--- config.mk ---
export PLATFORM = sky130hd
export DESIGN_NAME = kmc_intr_ack
export DESIGN_NICKNAME = d
export VERILOG_FILES = /design/src/rtl/kmc_intr_ack.sv
export SDC_FILE = /design/constraint.sdc
export NUM_CORES = 1
export LEC_CHECK = 0
export ABC_AREA = 1
export BUFFER_PORTS_ARGS = -buffer_cell sky130_fd_sc_hd__buf_2
export CAP_MARGIN = 20
export CORE_MARGIN = 5
export CORE_UTILIZATION = 40
export CTS_CLUSTER_SIZE = 25
export DETAILED_ROUTE_END_ITERATION = 16
export HOLD_SLACK_MARGIN = 0.02
export PLACE_DENSITY = 0.67
export SLEW_MARGIN = 20
export SYNTH_ARGS = -nofsm -noshare
export SYNTH_HDL_FRONTEND = slang
export SYNTH_SLANG_ARGS = --single-unit
export TNS_END_PERCENT = 100
--- constraint.sdc ---
create_clock -name clk -period 1.8 [get_ports clk]
set_clock_uncertainty 0.1 [all_clocks]
set_input_delay 0.18 -clock clk [delete_from_list [all_inputs] [get_ports clk]]
set_output_delay 0.18 -clock clk [all_outputs]
set_load 0.02 [all_outputs]
--- src/rtl/kmc_intr_ack.sv ---
// kmc_intr_ack -- bus-side interrupt acknowledge controller.
//
// Collects level IRQs from NDEV devices and presents their OR to the CPU as
// cpu_irq. On a CPU vector request it picks one requesting device, drives
// that device's IACK for VHOLD cycles, and then captures the device's vector.
// After the vector cycle, IACK stays low until the device drops its IRQ.
// This stops one interrupt from being taken twice. If the device never
// releases, a timeout ends the wait.
//
// Optional feature macro: KMC_INTR_ROUNDROBIN_EN
//   defined     -> rotating priority; the search starts after the last
//                  acknowledged device.
//   not defined -> fixed priority; the lowest device index wins.
//
// Reset (rst_n low) and bus init (intr_init high) are both synchronous and
// have the same effect.

module kmc_intr_ack #(
  parameter int NDEV  = 4,
  parameter int VECW  = 9,
  parameter int VHOLD = 3,
  parameter int TMO   = 255
) (
  input  logic                     clk,
  input  logic                     rst_n,
  input  logic                     intr_init,
  input  logic [NDEV-1:0]          dev_irq,
  input  logic [NDEV*VECW-1:0]     dev_vect,
  output logic [NDEV-1:0]          dev_iack,
  output logic                     cpu_irq,
  input  logic                     cpu_req,
  output logic                     cpu_ack,
  output logic                     cpu_err,
  output logic [VECW-1:0]          cpu_vect,
  output logic [$clog2(NDEV)-1:0]  cpu_dev
);

  localparam int SELW = $clog2(NDEV);
  localparam int CW   = $clog2(TMO + 1);

  typedef enum logic [1:0] {
    S_IDLE    = 2'd0,
    S_VECT    = 2'd1,
    S_RELEASE = 2'd2
  } state_t;

  // Reset and bus init are treated as one synchronous clear.
  logic sync_clr;
  assign sync_clr = !rst_n || intr_init;

  state_t            state_q, state_d;
  logic [SELW-1:0]   sel_q, sel_d;
  logic [CW-1:0]     cnt_q, cnt_d;

  logic [NDEV-1:0]   iack_d;
  logic              ack_d;
  logic              err_d;
  logic [VECW-1:0]   vect_d;
  logic [SELW-1:0]   dev_d;

  logic [SELW-1:0]   pick;
  logic              any_irq;

  assign any_irq = |dev_irq;

`ifdef KMC_INTR_ROUNDROBIN_EN
  // Pointer to the last acknowledged device. It resets to NDEV-1, so the
  // first search starts at device 0.
  logic [SELW-1:0]   last_q, last_d;
  int                rr_start;
  int                rr_dist;
  int                rr_best;

  // Rotating priority: pick the requester nearest to last_q+1, going upward
  // through the device indices and wrapping at NDEV.
  always_comb begin
    pick     = '0;
    rr_start = int'(last_q) + 1;
    if (rr_start >= NDEV) rr_start = 0;
    rr_best  = NDEV;
    rr_dist  = 0;
    for (int i = 0; i < NDEV; i++) begin
      rr_dist = (i >= rr_start) ? (i - rr_start) : (i + NDEV - rr_start);
      if (dev_irq[i] && (rr_dist < rr_best)) begin
        rr_best = rr_dist;
        pick    = SELW'(i);
      end
    end
  end

  // Move the rotation pointer only when a vector is actually captured.
  always_ff @(posedge clk) begin
    if (sync_clr) last_q <= SELW'(NDEV - 1);
    else          last_q <= last_d;
  end

  assign last_d = ack_d ? sel_q : last_q;
`else
  // Fixed priority: lowest index wins. The loop runs downward so the lowest
  // requesting index is written last.
  always_comb begin
    pick = '0;
    for (int i = NDEV - 1; i >= 0; i--) begin
      if (dev_irq[i]) pick = SELW'(i);
    end
  end
`endif

  // Next-state and next-output logic for the acknowledge sequence.
  // NOTE: every signal written here gets a default first. A path that leaves
  // a signal unassigned would infer a latch.
  always_comb begin
    state_d = state_q;
    sel_d   = sel_q;
    cnt_d   = cnt_q;
    iack_d  = dev_iack;
    ack_d   = 1'b0;
    err_d   = 1'b0;
    vect_d  = cpu_vect;
    dev_d   = cpu_dev;

    unique case (state_q)
      S_IDLE: begin
        iack_d = '0;
        if (cpu_req) begin
          if (any_irq) begin
            sel_d        = pick;
            iack_d[pick] = 1'b1;
            cnt_d        = '0;
            state_d      = S_VECT;
          end else begin
            // Nobody is requesting, so report the empty request.
            err_d = 1'b1;
          end
        end
      end

      S_VECT: begin
        cnt_d = cnt_q + 1'b1;
        if (!dev_irq[sel_q]) begin
          // Passive release: the device withdrew before its vector was taken.
          iack_d  = '0;
          err_d   = 1'b1;
          cnt_d   = '0;
          state_d = S_IDLE;
        end else if (cnt_q == CW'(VHOLD - 1)) begin
          vect_d  = dev_vect[sel_q*VECW +: VECW];
          dev_d   = sel_q;
          ack_d   = 1'b1;
          iack_d  = '0;
          cnt_d   = '0;
          state_d = S_RELEASE;
        end
      end

      S_RELEASE: begin
        // IACK stays low. Only the served device's IRQ matters here.
        iack_d = '0;
        cnt_d  = cnt_q + 1'b1;
        if (!dev_irq[sel_q]) begin
          cnt_d   = '0;
          state_d = S_IDLE;
        end else if (cnt_q == CW'(TMO - 1)) begin
          // TMO cycles have passed in RELEASE without a release.
          err_d   = 1'b1;
          cnt_d   = '0;
          state_d = S_IDLE;
        end
      end

      default: begin
        iack_d  = '0;
        cnt_d   = '0;
        state_d = S_IDLE;
      end
    endcase
  end

  // State register for the FSM, its selected device and its cycle counter.
  // NOTE: sequential state uses non-blocking assignments. All registers then
  // update together at the edge, whatever order the processes run in.
  always_ff @(posedge clk) begin
    if (sync_clr) begin
      state_q <= S_IDLE;
      sel_q   <= '0;
      cnt_q   <= '0;
    end else begin
      state_q <= state_d;
      sel_q   <= sel_d;
      cnt_q   <= cnt_d;
    end
  end

  // Registered outputs to the devices and the CPU.
  always_ff @(posedge clk) begin
    if (sync_clr) begin
      dev_iack <= '0;
      cpu_ack  <= 1'b0;
      cpu_err  <= 1'b0;
      cpu_vect <= '0;
      cpu_dev  <= '0;
    end else begin
      dev_iack <= iack_d;
      cpu_ack  <= ack_d;
      cpu_err  <= err_d;
      cpu_vect <= vect_d;
      cpu_dev  <= dev_d;
    end
  end

  // Combined interrupt request to the CPU, registered.
  always_ff @(posedge clk) begin
    if (sync_clr) cpu_irq <= 1'b0;
    else          cpu_irq <= any_irq;
  end

  // Protocol invariants on the registered outputs.
  a_ack_err_excl : assert property (@(posedge clk) !(cpu_ack && cpu_err));
  a_iack_onehot0 : assert property (@(posedge clk) $onehot0(dev_iack));

endmodule
==> impl_metrics.tcl, run 1 <==
set metrics [dict create \
    setup_tns_ps 0 \
    worstPathArrival_ps 1680 \
    critPathBufInv 3 \
    outcome "finished clean" \
    crit_family "simple AND/OR/NAND/NOR gates" \
    dieArea_um2 5730 \
    cts_tree "yes" \
    clock_latency_ps 280 \
    maxSlewViolCount 0 \
    fin_crit_sh_pct 87.0 \
    wl_per_cell_um 11.6 \
    yosys_warnings 0 \
    drv_cap 0 \
    p_per_area_nw_per_um2 641 \
    layout_commonest_cell "buf_2" \
    place_hpwl_mm 3.47 \
    io_pins 62 \
    cts_buffer_depth 2 \
    num_rows 24 \
    maxSlewHeadroom_pct 74.0 \
    synth_cell_types 29 \
    initialDrtViolationCount 112 \
    num_antenna_cells 0 \
    syn-num-nets 307 \
    synth_seq_cells 30 \
    grt.total_usage_pct 16.5 \
    synthesis.area_um2 1730 \
    hold_class "in -> reg" \
    grt_overflow 0 \
    crit_path_end_kind "flip-flop" \
    synth_seq_area_share_pct 34.8 \
    initial_core_util_pct 40.5 \
    cts-resized-gates 0 \
    nNetsFinal 373 \
    antenna_left 0 \
    crit_top_cell "inv_1" \
    startpoint_type "flip-flop" \
    path_clk_slew_ps 60 \
    dp_cells 368 \
    synth-edff-count 0 \
    htreeDepth 2 \
    synth_area_per_cell_um2 6.72 \
    fillCellCount 440 \
    clockRootBuffer "clkbuf_8" \
    slowest_stage "dfxtp_1" \
    post-cts-setup-buffers 0 \
    route.detailed.drc 0 \
    cp.required_ps 1910 \
    wl_mm 4.36 \
    firstDrtPassIters 4 \
    crit_chain "inv_1, ha_1, inv_1, nor3_2, nand2_2, nor2_4, buf_4, o21ai_0, a21oi_1" \
    drive_gt1_share_pct 28.4 \
    grt_pass1_wl_mm 7.21 \
    syn_inst 257 \
    grt_pass1_vias 1713 \
    finalCriticalPeriod_ps 1570 \
    timing.fmax_mhz 639 \
    max_slew.worst_pin.slew_ps 389 \
    fin_util_pct 51.4 \
    final_cells 376 \
    async_flop_share_pct 0 \
    rsz0062_at_grt "false" \
    synth_ff_type "dfxtp_1" \
    core-area_um2 4260 \
    antenna_found_initial 0 \
    hold_viol_final 0 \
    syn_to_final_growth_pct 26.9 \
    place_congestion 0.848 \
    grt_start_max_net_pins 20 \
    cts_num_sinks 30 \
    die_w_um 75.7 \
    vias_per_cell 4.86 \
    cts_buffers 5 \
    io_buffers 61 \
    power.leakage_uw 0.00108 \
    num_vias 1826 \
    die_y_um 75.7 \
    cts_hold_buf 0 \
    worstSetupPathType "reg -> reg" \
    final_cell_mix "buf_2, nor2_1, nand2_1" \
    critical-path-max-stage-delay_ps 320 \
    critPathMaxFanout 8 \
    peakVddDrop_mv 0.468 \
    setup_viol 0 \
]
==> cell usage after synthesis (4+ instances only) <==
master / instances / area, um2
a21oi_1: 16 / 80.1
buf_2: 4 / 20.0
dfxtp_1: 30 / 601
ha_1: 6 / 75.1
inv_1: 24 / 90.1
inv_2: 4 / 15.0
nand2_1: 35 / 131
nand2_2: 5 / 31.3
nand3_1: 10 / 50.1
nor2_1: 55 / 206
o21ai_0: 27 / 135
o21ai_1: 8 / 40.0
o22ai_1: 10 / 62.6
==> worst min-delay path, delay by kind of cell <==
kind / cells / cell delay [ps]
buffers and inverters: 1 / 110
and+or+nand+nor: 1 / 70
AOI/OAI and AO/OA: 1 / 60
==> power by group <==
group          switching (uW)  internal (uW)  total [uW]
Sequential               5.00            671         676
Combinational             106           78.9         185
Clock                     237            307         544
Total                     348           1060        1410
==> flip-flops by register name, summed over array words and instances, names as in the netlist <==
name,cells
cpu_vect,9
cnt_q,8
dev_iack,4
cpu_dev,2
sel_q,2
state_q,2
cpu_ack,1
cpu_err,1
cpu_irq,1
==> routing by layer <==
layer	up-vias	global-route usage, %	wire [um]
met5	-	0	0
met4	0	6.41	64
met3	4	4.35	217
met1	817	20.0	2000
met2	39	27.8	2070
li1	966	-	-
==> path summary, 6_finish.rpt <==
kind                                   from           to  slack (ps)  cells after the start
worst max-delay path               cnt_q[0]   cpu_dev[0]         230                      9
worst min-delay path             dev_irq[1]  dev_iack[1]          80                      3
worst max register to register     cnt_q[0]   cpu_dev[0]         230                      9
worst min register to register  dev_iack[0]  dev_iack[0]         380                      2
==> cells by family (layout without fill, tap and decap cells) <==
logic type	Yosys count	count (layout)	share of synthesized area (%)
flops	30	30	34.8
fa+ha+maj	6	6	4.34
buf+inv	37	104	8.76
simple gates	119	119	31.8
compound gates	62	62	18.8
xor+xnor	3	3	1.52
==> stage by stage <==
stage | instance area (um2) | hold WS [ps] | worst slack [ps] | total power (uW)
2_1_floorplan | 1730 | 217 | 408 | 800
3_3_place_gp | 2100 | 361 | 271 | 875
3_5_place_dp | 2100 | 367 | 217 | 876
4_1_cts | 2190 | 70.0 | 207 | 1430
5_1_grt | 2190 | 104 | 39.8 | 1480
6_report | 2190 | 81.2 | 234 | 1410
==> final cells by class <==
cell class                 count  area (um2)  area share [%]
clock buffer                   7        86.3            3.94
clock inverter                 1        5.00           0.228
inverter                      29         109            4.97
multi-input combinational    190         976            44.5
sequential                    30         601            27.4
tap                           52        65.1            2.97
timing repair buffer          67         350            16.0
No activity file was read; power rests on OpenSTA's default activity.
==> inputs of run 2 (changes only) <==
==> constraint.sdc (replaced) <==
create_clock -name clk -period 1.95 [get_ports clk]
set_clock_uncertainty 0.1 [all_clocks]
set_input_delay 0.195 -clock clk [delete_from_list [all_inputs] [get_ports clk]]
set_output_delay 0.195 -clock clk [all_outputs]
set_load 0.02 [all_outputs]
==> impl_metrics.tcl, run 2 (synthesis gave the netlist of run 1 again) <==
set metrics [dict create \
    outcome "finished clean" \
    drv_cap 0 \
    initialDrtViolationCount 99 \
    setup_viol 0 \
    peakVddDrop_mv 0.320 \
    io_buffers 61 \
    crit_chain "inv_1, ha_1, inv_1, nor3_2, nand2_2, nor2_4, inv_2, nor2_1, nor2_1" \
    top_register "cpu_vect" \
    nNetsFinal 372 \
    critical-path-max-stage-delay_ps 320 \
    die_w_um 75.7 \
    wl_per_cell_um 11.9 \
    layout_commonest_cell "buf_2" \
    max_slew.worst_pin.slew_ps 317 \
    initial_core_util_pct 40.5 \
    hold_class "in -> reg" \
    cp.required_ps 2030 \
    antenna_found_initial 0 \
    cts_hold_buf 0 \
    io_pins 62 \
    grt_pass1_wl_mm 7.33 \
    rsz0062_at_grt "false" \
    post-cts-setup-buffers 0 \
    r2r_cells 9 \
    fin_total_pwr_uw 1310 \
    num_rows 24 \
    clock_latency_ps 280 \
    worstPathArrival_ps 1750 \
    vias_per_cell 4.84 \
    cts_buffer_depth 2 \
    r2r-end "cpu_vect[0]" \
    cts_tree "yes" \
    maxSlewHeadroom_pct 78.8 \
    rr_startpoint "cnt_q[0]" \
    htreeDepth 2 \
    syn_to_final_growth_pct 26.4 \
    grt.total_usage_pct 16.8 \
    reg_top3 "cpu_vect (9), cnt_q (8), dev_iack (4)" \
    wl_mm 4.46 \
    worstSetupPathType "reg -> reg" \
    fin_util_pct 51.2 \
    finalCriticalPeriod_ps 1670 \
    startpoint "cnt_q[0]" \
    hold_viol_final 0 \
    critPathMaxFanout 14 \
    cts_num_sinks 30 \
    power.leakage_uw 0.00107 \
    num_antenna_cells 0 \
    firstDrtPassIters 4 \
    die_y_um 75.7 \
    largest_register_ffs 9 \
    antenna_left 0 \
    grt_start_max_net_pins 19 \
    grt_pass1_vias 1708 \
    crit_path_end_kind "flip-flop" \
    r2r_slack_ps 280 \
    setup_tns_ps 0 \
    drive_gt1_share_pct 28.2 \
    fin_crit_sh_pct 85.8 \
    route.detailed.drc 0 \
    holdPathStages 3 \
    crit_path_end "cpu_vect[0]" \
    slowest_stage "dfxtp_1" \
    cts_buffers 5 \
    core-area_um2 4260 \
    maxSlewViolCount 0 \
    startpoint_type "flip-flop" \
    cts-resized-gates 0 \
    num_vias 1815 \
    dieArea_um2 5730 \
    place_congestion 0.818 \
    grt_overflow 0 \
    place_hpwl_mm 3.53 \
    clockRootBuffer "clkbuf_8" \
    timing.fmax_mhz 598 \
    p_per_area_nw_per_um2 600 \
    path_clk_slew_ps 60 \
    final_cell_mix "buf_2, nor2_1, nand2_1" \
]
[run 2: how the worst min path moves through the flow]
| stage | to | start | slack, ps |
|---|---|---|---|
| detailed placement | dev_iack[0] | dev_iack[0] | 360 |
| finish | dev_iack[1] | dev_irq[1] | 110 |
| global placement | dev_iack[0] | dev_iack[0] | 360 |
| CTS | dev_iack[1] | dev_irq[1] | 100 |
| floorplan | dev_iack[1] | dev_irq[1] | 230 |
| global route | dev_iack[2] | dev_irq[2] | 110 |
[run 2: per-stage QoR]
| step | instance area [um2] | hold WS [ps] | instances | setup WS (ps) |
|---|---|---|---|---|
| CTS | 2180 | 102 | 375 | 262 |
| global route | 2180 | 106 | 375 | 98.1 |
| global placement | 2090 | 358 | 367 | 322 |
| finish | 2180 | 107 | 375 | 277 |
| detailed placement | 2090 | 362 | 367 | 267 |
| floorplan | 1730 | 232 | 257 | 558 |
[run 2: layer usage]
layer  part of all wire (%)  vias up  track usage [%]
met2                     48       35             28.2
met3                    4.1        4             4.88
met5                      0        -                0
li1                       -      965                -
met4                    1.5        0             6.02
met1                     46      811             20.4
[run 2: power breakdown]
| group | total, uW | leakage, uW | internal [uW] | switching (uW) |
|---|---|---|---|---|
| registers | 624 | 0.000242 | 620 | 4.54 |
| logic | 173 | 0.000783 | 72.9 | 100 |
| clock network | 514 | 0.0000482 | 284 | 230 |
| total | 1310 | 0.00107 | 976 | 335 |
[run 2: final cells by class]
class	instances	area (um2)
Fill cell	446	2080
Multi-Input combinational cell	190	976
Sequential cell	30	601
Timing Repair Buffer	66	343
Inverter	29	109
Clock buffer	7	86.3
Tap cell	52	65.1
Clock inverter	1	5.00
[run 2: critical path: cells and delay by family (launching register included)]
family	cells	cell delay, ps
adders and majority gates	1	140
buffers and inverters	3	310
and+or+nand+nor	5	700
DFF	1	320
